File: config.mk
export PLATFORM = sky130hd
export DESIGN_NAME = edge_pe_bank_arbiter
export DESIGN_NICKNAME = d
export VERILOG_FILES = /design/src/rtl/edge_pe_bank_arbiter.sv
export SDC_FILE = /design/constraint.sdc
export NUM_CORES = 1
export LEC_CHECK = 0
export ABC_AREA = 1
export ABC_CLOCK_PERIOD_IN_PS = 3550
export CORE_MARGIN = 5
export CORE_UTILIZATION = 35
export CTS_CLUSTER_SIZE = 40
export DETAILED_ROUTE_END_ITERATION = 8
export GPL_ROUTABILITY_DRIVEN = 0
export PLACE_DENSITY = 0.61
export SKIP_LAST_GASP = 1
export SLEW_MARGIN = 20
export SYNTH_ARGS = -nofsm -noshare
export SYNTH_HDL_FRONTEND = slang
export SYNTH_SLANG_ARGS = --single-unit
export TNS_END_PERCENT = 5
File: constraint.sdc
create_clock -name clk -period 3.55 [get_ports clk]
set_input_delay 0.5325 -clock clk [delete_from_list [all_inputs] [get_ports clk]]
set_output_delay 0.5325 -clock clk [all_outputs]
set_load 0.01 [all_outputs]
File: src/rtl/edge_pe_bank_arbiter.sv
// Edge PE to memory-bank arbiter. Each free bank grants one PE per cycle,
// round-robin per bank, then holds itself busy for BANK_LAT cycles.
module edge_pe_bank_arbiter #(
    parameter int unsigned NUM_PE   = 4,
    parameter int unsigned NUM_BANK = 4,
    parameter int unsigned BANK_LAT = 3,
    parameter int unsigned BANK_W   = (NUM_BANK > 1) ? $clog2(NUM_BANK) : 1
) (
    input  logic                       clk,
    input  logic                       reset,
    input  logic [NUM_PE-1:0]          req,
    input  logic [NUM_PE*BANK_W-1:0]   req_bank,
    input  logic                       conflict_clr,
    output logic [NUM_PE-1:0]          grant,
    output logic [NUM_PE*BANK_W-1:0]   grant_bank,
    output logic [NUM_BANK-1:0]        bank_busy,
    output logic [15:0]                conflict_cnt,
    output logic                       bank_err
);

    localparam int unsigned PE_W = (NUM_PE > 1) ? $clog2(NUM_PE) : 1;
    localparam logic [3:0]  LAT  = 4'(BANK_LAT);

    logic [NUM_PE-1:0]        r_grant;
    logic [NUM_PE*BANK_W-1:0] r_grant_bank;
    logic [NUM_BANK-1:0]      r_busy;
    logic [15:0]              r_conflict;
    logic                     r_err;
    logic [3:0]               r_cnt [NUM_BANK];
    logic [PE_W-1:0]          r_rr  [NUM_BANK];

    logic [BANK_W-1:0]        w_pe_bank [NUM_PE];
    logic [NUM_PE-1:0]        w_in_range;
    logic [NUM_PE-1:0]        w_elig;
    logic                     w_bad;
    logic [NUM_PE-1:0]        w_sel;
    logic [NUM_PE*BANK_W-1:0] w_sel_bank;
    logic [NUM_BANK-1:0]      w_load;
    logic                     w_denied;
    logic [3:0]               w_cnt_nxt [NUM_BANK];
    logic [PE_W-1:0]          w_rr_nxt  [NUM_BANK];
    logic [NUM_BANK-1:0]      w_busy_nxt;

    assign grant        = r_grant;
    assign grant_bank   = r_grant_bank;
    assign bank_busy    = r_busy;
    assign conflict_cnt = r_conflict;
    assign bank_err     = r_err;

    // Decode per-PE targets and eligibility; a PE whose grant is showing is already served.
    always_comb begin
        w_bad = 1'b0;
        for (int i = 0; i < int'(NUM_PE); i++) begin
            w_pe_bank[i]  = req_bank[i*BANK_W +: BANK_W];
            w_in_range[i] = (32'(w_pe_bank[i]) < NUM_BANK);
            w_elig[i]     = req[i] & w_in_range[i] & ~r_grant[i];
            w_bad         = w_bad | (req[i] & ~w_in_range[i]);
        end
    end

    // Per-bank round-robin selection and latency counter next state.
    always_comb begin
        int  idx;
        logic found;
        idx        = 0;
        found      = 1'b0;
        w_sel      = '0;
        w_sel_bank = '0;
        w_load     = '0;
        for (int b = 0; b < int'(NUM_BANK); b++) begin
            w_rr_nxt[b] = r_rr[b];
            found       = 1'b0;
            // cnt of 1 counts as free so the next grant lands with no bubble
            if (r_cnt[b] <= 4'd1) begin
                for (int k = 0; k < int'(NUM_PE); k++) begin
                    idx = int'(r_rr[b]) + k;
                    if (idx >= int'(NUM_PE)) begin
                        idx = idx - int'(NUM_PE);
                    end
                    if (!found && w_elig[idx] && (32'(w_pe_bank[idx]) == 32'(b))) begin
                        found                           = 1'b1;
                        w_sel[idx]                      = 1'b1;
                        w_sel_bank[idx*BANK_W +: BANK_W] = BANK_W'(b);
                        w_load[b]                       = 1'b1;
                        w_rr_nxt[b] = (idx + 1 >= int'(NUM_PE)) ? '0 : PE_W'(idx + 1);
                    end
                end
            end
            if (w_load[b]) begin
                w_cnt_nxt[b] = LAT;
            end else if (r_cnt[b] != 4'd0) begin
                w_cnt_nxt[b] = r_cnt[b] - 4'd1;
            end else begin
                w_cnt_nxt[b] = 4'd0;
            end
            w_busy_nxt[b] = (w_cnt_nxt[b] != 4'd0);
        end
        w_denied = |(w_elig & ~w_sel);
    end

    // State registers with synchronous reset.
    always_ff @(posedge clk) begin
        if (reset) begin
            r_grant      <= '0;
            r_grant_bank <= '0;
            r_busy       <= '0;
            r_conflict   <= '0;
            r_err        <= 1'b0;
            for (int b = 0; b < int'(NUM_BANK); b++) begin
                r_cnt[b] <= '0;
                r_rr[b]  <= '0;
            end
        end else begin
            r_grant      <= w_sel;
            r_grant_bank <= w_sel_bank;
            r_busy       <= w_busy_nxt;
            r_err        <= r_err | w_bad;
            for (int b = 0; b < int'(NUM_BANK); b++) begin
                r_cnt[b] <= w_cnt_nxt[b];
                r_rr[b]  <= w_rr_nxt[b];
            end
            if (conflict_clr) begin
                r_conflict <= '0;
            end else if (w_denied && (r_conflict != 16'hFFFF)) begin
                r_conflict <= r_conflict + 16'd1;
            end
        end
    end

endmodule

==> results of run 1 <==
## final timing paths
check                                 start               to  slack, ns  cells after the start
worst min register to register  r_cnt[1][3]      r_cnt[1][3]       0.47                      2
worst max register to register   r_rr[3][1]  conflict_cnt[1]       0.55                     18
worst min-delay path            r_cnt[1][3]      r_cnt[1][3]       0.47                      2
worst max-delay path            req_bank[1]  conflict_cnt[1]       0.47                     20
## stage by stage
stage / setup slack [ns] / util / hold slack [ns] / cell area (sq um) / cells
detailed placement: 0.177 / 0.394 / 0.463 / 5930 / 1100
floorplan: 0.954 / - / 0.439 / 5300 / 876
finish: 0.467 / 0.405 / 0.472 / 6080 / 1108
CTS: 0.495 / 0.405 / 0.475 / 6080 / 1108
global route: 0.152 / 0.405 / 0.506 / 6080 / 1108
global placement: 0.180 / 0.394 / 0.455 / 5930 / 1100
## critical path, cell delays in order
cell,delay (ns)
clkdlybuf4s50_1,0.60
nand2_1,0.17
nor2_1,0.06
nand2_1,0.09
nand2_1,0.06
nand2_1,0.07
nand2_2,0.09
nor2_2,0.35
nand3_1,0.16
nand3_1,0.12
nand2_1,0.13
nand2_1,0.13
nor2_1,0.07
nand2_2,0.07
nand2_4,0.07
o21ai_4,0.16
buf_12,0.17
nand2_1,0.06
nand2_1,0.06
nor2_1,0.04
## final cells by class
type	count	share of cell area
timing repair buffer	60	0.0950
clock inverter	3	0.00453
clock buffer	5	0.0206
tap	188	0.0387
sequential	56	0.184
inverter	106	0.0658
multi-input combinational	690	0.591
## synth_stat cells, drive strengths merged (5+ instances only)
master / number / share of area
nand3: 122 / 0.12
clkbuf: 7 / 0.0054
ha: 28 / 0.066
nor3: 8 / 0.0085
dfxtp: 56 / 0.21
o21ai: 40 / 0.040
nand2: 275 / 0.21
nand4: 9 / 0.011
o221ai: 5 / 0.0083
a221oi: 6 / 0.0099
buf: 17 / 0.028
nor2: 118 / 0.098
xor2: 14 / 0.023
inv: 106 / 0.076
a21oi: 35 / 0.039
## kinds of logic (layout without fill, tap and decap cells)
kind of cell / count (synthesis) / after routing / synth area share
adders and majority gates: 28 / 28 / 0.0662
buffers and inverters: 130 / 174 / 0.109
DFF: 56 / 56 / 0.212
AOI/OAI and AO/OA: 101 / 101 / 0.118
other: 1 / 1 / 0.000708
xor gates and xnor gates: 18 / 18 / 0.0298
and+or+nand+nor: 542 / 542 / 0.465
## per-layer routing
layer | wire [um] | vias to the layer above | GRT usage | share of wire
met5 | 0 | - | 0 | 0
li1 | - | 2908 | - | -
met4 | 261 | 0 | 0.0433 | 0.018
met1 | 7140 | 2516 | 0.233 | 0.48
met2 | 6980 | 115 | 0.274 | 0.47
met3 | 506 | 19 | 0.0186 | 0.034
## state kept, by name, summed over array words and instances, names as in the netlist
register,cells
grant,4
bank_busy,4
grant_bank,8
r_rr,8
conflict_cnt,16
r_cnt,16
## where the power goes
part	internal, uW	switching (uW)	leakage, uW
Combinational	900	1690	0.00234
Clock	268	251	0.0000719
Sequential	775	112	0.000458
Total	1940	2050	0.00287
==> out/metrics.yaml, run 1 <==
initial_utilization: 0.352
clkLatencyLatePin_ns: 0.30
drv_cap: 0
max_slew_margin: 0.573
seqCellArea_sq_mm: 0.00112
fin_worst_skew_ns: 0.00800
p_per_area_mw_per_mm2: 657
clockBufferDepth: 2
synth.net_count: 919
rsz0062_at_grt: "no"
grt_usage: 0.167
core_sq_mm: 0.0150
portBuffers: 46
endpoint_kind: "flop"
die_width_um: 133
die_y_um: 133
min_path_type: "reg2reg"
layout.nets: 962
ys_seq_area_frac: 0.212
postCtsSetupRepairBufs: 0
gr-total-overflow: 0
cts_tree: "done"
final_common_cell: "nand2_1"
syn_inst: 876
cts_buffers: 5
ctsHoldBuffers: 0
detail-route-antenna-nets: 0
vias: 5558
final_cell_mix: "nand2_1 (250), nand3_1 (114), nor2_1 (104)"
ys.flop_type: "dfxtp_1"
synth.distinct_cells: 42
drt_iter0_drc: 420
syn_area_sq_mm: 0.00530
tightest_slew_ns: 0.636
worstSetupPathType: "in2reg"
start_kind: "input port"
arrival_ns: 3.28
die_area_sq_mm: 0.0177
via_per_inst: 5.02
cts.sinks: 56
clockRootBuffer: "clkbuf_16"
status: "finished clean"
antenna_cells: 0
dr.pass1.iters: 5
setup_tns_ns: 0
vdd_ir_drop_max_uv: 330
drc: 0
total_power_uw: 4000
yosysWarnings: 0
hold_viol: 0
first_global_vias: 5040
n_fill_cell: 1596
timing.final.crit_share: 0.868
routed_wl_um: 14900
routedWlPerCell_um: 13.4
num_rows: 45
maxSlewViolCount: 0
clkTransAtPathRegs_ns: 0.08
avgSynthCellArea_sq_um: 6.04
syn2layout_area_growth_pct: 14.9
setup_viol: 0
cts_max_level: 2
synthArstFlopShare: 0
period_needed_ns: 3.08
hpwlAfterDp_um: 11300
antenna_found_initial: 0
synth-edff-count: 0
grt_pass1_wl_um: 25000
synth_seq_cells: 56
drive_gt1_frac: 0.103
postCtsResizedCells: 0
fmax_mhz: 324
p_leak_uw: 0.00287
ios: 48
multi_input_area_sq_mm: 0.00359
crit_required_ns: 3.75
cp_max_fo: 16
grt_max_degree: 24
(Power assumes the default switching activity.)
==> run 2, diff against run 1 <==
CAP_MARGIN = 10   (was not set)
CORE_UTILIZATION = 47   (was 35)
PLACE_DENSITY = 0.75   (was 0.61)
==> out/metrics.yaml, run 2 (synthesized netlist as in run 1, its figures left out) <==
p_per_area_mw_per_mm2: 671  # +2.2%
rsz0062_at_grt: "no"
portBuffers: 46  # unchanged
die_y_um: 116  # -13%
cts_buffers: 5  # unchanged
cp_max_fo: 14  # -2
antenna_found_initial: 0  # unchanged
final_cell_mix: "nand2_1 (250), nand3_1 (114), nor2_1 (104)"
path_cells: "clkdlybuf4s50_1 > inv_1 > nand2_1 > nand2_1 > nor2_1 > nand3_2 > nand2_4 > nor2_4 > nand3_1 > nand3_2 > nand2_1 > nand2_1 > nor2_1 > nand2_2 > nand2_4 > inv_2 > nand2_4 > nand3_1 > a21oi_2"
via_per_inst: 5.37  # +7.0%
dr.pass1.iters: 5  # unchanged
cts_tree: "done"
max_stage_delay_ns: 0.68  # +0.08 ns
clkTransAtPathRegs_ns: 0.08  # about the same
clockRootBuffer: "clkbuf_16"
drv_cap: 0  # unchanged
setup_tns_ns: 0  # unchanged
cts_max_level: 2  # unchanged
crit_required_ns: 3.78  # +0.03 ns
arrival_ns: 3.26  # -0.02 ns
status: "finished clean"
drive_gt1_frac: 0.101  # -0.00195
final_common_cell: "nand2_1"
layout.nets: 960  # -0.21%
routed_wl_um: 14000  # -5.9%
syn2layout_area_growth_pct: 13.7
postCtsSetupRepairBufs: 0  # unchanged
endpoint_kind: "flop"
maxSlewViolCount: 0  # unchanged
gr-total-overflow: 0  # unchanged
ctsHoldBuffers: 0  # unchanged
slowest_stage: "clkdlybuf4s50_1"
post-route-util: 0.551  # +0.146
hold_viol: 0  # unchanged
clockBufferDepth: 2  # unchanged
detail-route-antenna-nets: 0  # unchanged
grt_usage: 0.208  # +0.0414
timing.final.crit_share: 0.854  # -0.0139
total_power_uw: 4040  # +1.2%
period_needed_ns: 3.03  # -0.0493 ns
routedWlPerCell_um: 13.2  # -1.5%
worstSetupPathType: "in2reg"
min_path_type: "reg2reg"
initial_utilization: 0.484  # +0.132
num_rows: 38  # -16%
fin_worst_skew_ns: 0.00665  # -0.00135 ns
die_area_sq_mm: 0.0135  # -24%
grt_pass1_wl_um: 23300  # -6.7%
die_width_um: 116  # -13%
core_sq_mm: 0.0109  # -27%
clkLatencyLatePin_ns: 0.30  # about the same
first_global_vias: 5014  # -0.52%
hpwlAfterDp_um: 10600  # -6.5%
cts.sinks: 56  # unchanged
fmax_mhz: 330  # +1.6%
vias: 5680  # +2.2%
drc: 0  # unchanged
setup_viol: 0  # unchanged
p_leak_uw: 0.00287  # about the same
antenna_cells: 0  # unchanged
postCtsResizedCells: 0  # unchanged
grt_max_degree: 37  # +54%
tightest_slew_ns: 0.695  # +0.0593 ns
max_slew_margin: 0.535  # -0.0380
drt_iter0_drc: 338  # -20%
start_kind: "input port"
ios: 48  # unchanged
vdd_ir_drop_max_uv: 383  # +16%
cp_common_cell: "nand2_1"
-- run 2: cell type report --
class | count | area [sq um]
Fill cell | 1137 | 4910
Multi-Input combinational cell | 690 | 3590
Sequential cell | 56 | 1120
Timing Repair Buffer | 58 | 563
Inverter | 106 | 400
Tap cell | 140 | 175
Clock buffer | 5 | 125
Clock inverter | 3 | 42.5
-- run 2: critical path: cells and delay by family --
kind | cells | cell delay [ns]
buf+inv | 3 | 0.87
compound gates | 1 | 0.15
simple gates | 15 | 1.69
-- run 2: where the power goes --
group          leakage (uW)  switching, uW  total [uW]  internal, uW
Combinational       0.00233           1690        2590           899
Sequential         0.000458            101         876           775
Clock             0.0000798            242         574           332
-- run 2: layer usage --
| metal | routed length [um] | up-vias | track usage |
|---|---|---|---|
| li1 | - | 2906 | - |
| met1 | 6240 | 2620 | 0.277 |
| met2 | 6930 | 137 | 0.363 |
| met3 | 697 | 17 | 0.0285 |
| met4 | 141 | 0 | 0.0425 |
| met5 | 0 | - | 0 |
-- run 2: worst paths after layout --
| check | start | end | slack (ns) | cells past startpoint |
|---|---|---|---|---|
| setup reg to reg | r_rr[3][1] | conflict_cnt[12] | 0.56 | 17 |
| hold reg to reg | r_cnt[0][3] | r_cnt[0][3] | 0.47 | 2 |
| hold / removal | r_cnt[0][3] | r_cnt[0][3] | 0.47 | 2 |
| setup / recovery | req_bank[5] | conflict_cnt[9] | 0.52 | 19 |
-- run 2: stage by stage --
| step | worst slack [ns] | std cells | hold slack, ns | instance area (sq um) |
|---|---|---|---|---|
| 2_1_floorplan | 0.954 | 876 | 0.439 | 5300 |
| 3_3_place_gp | 0.258 | 1050 | 0.456 | 5850 |
| 3_5_place_dp | 0.263 | 1050 | 0.457 | 5850 |
| 4_1_cts | 0.563 | 1058 | 0.469 | 6020 |
| 5_1_grt | 0.291 | 1058 | 0.498 | 6020 |
| 6_report | 0.517 | 1058 | 0.467 | 6020 |
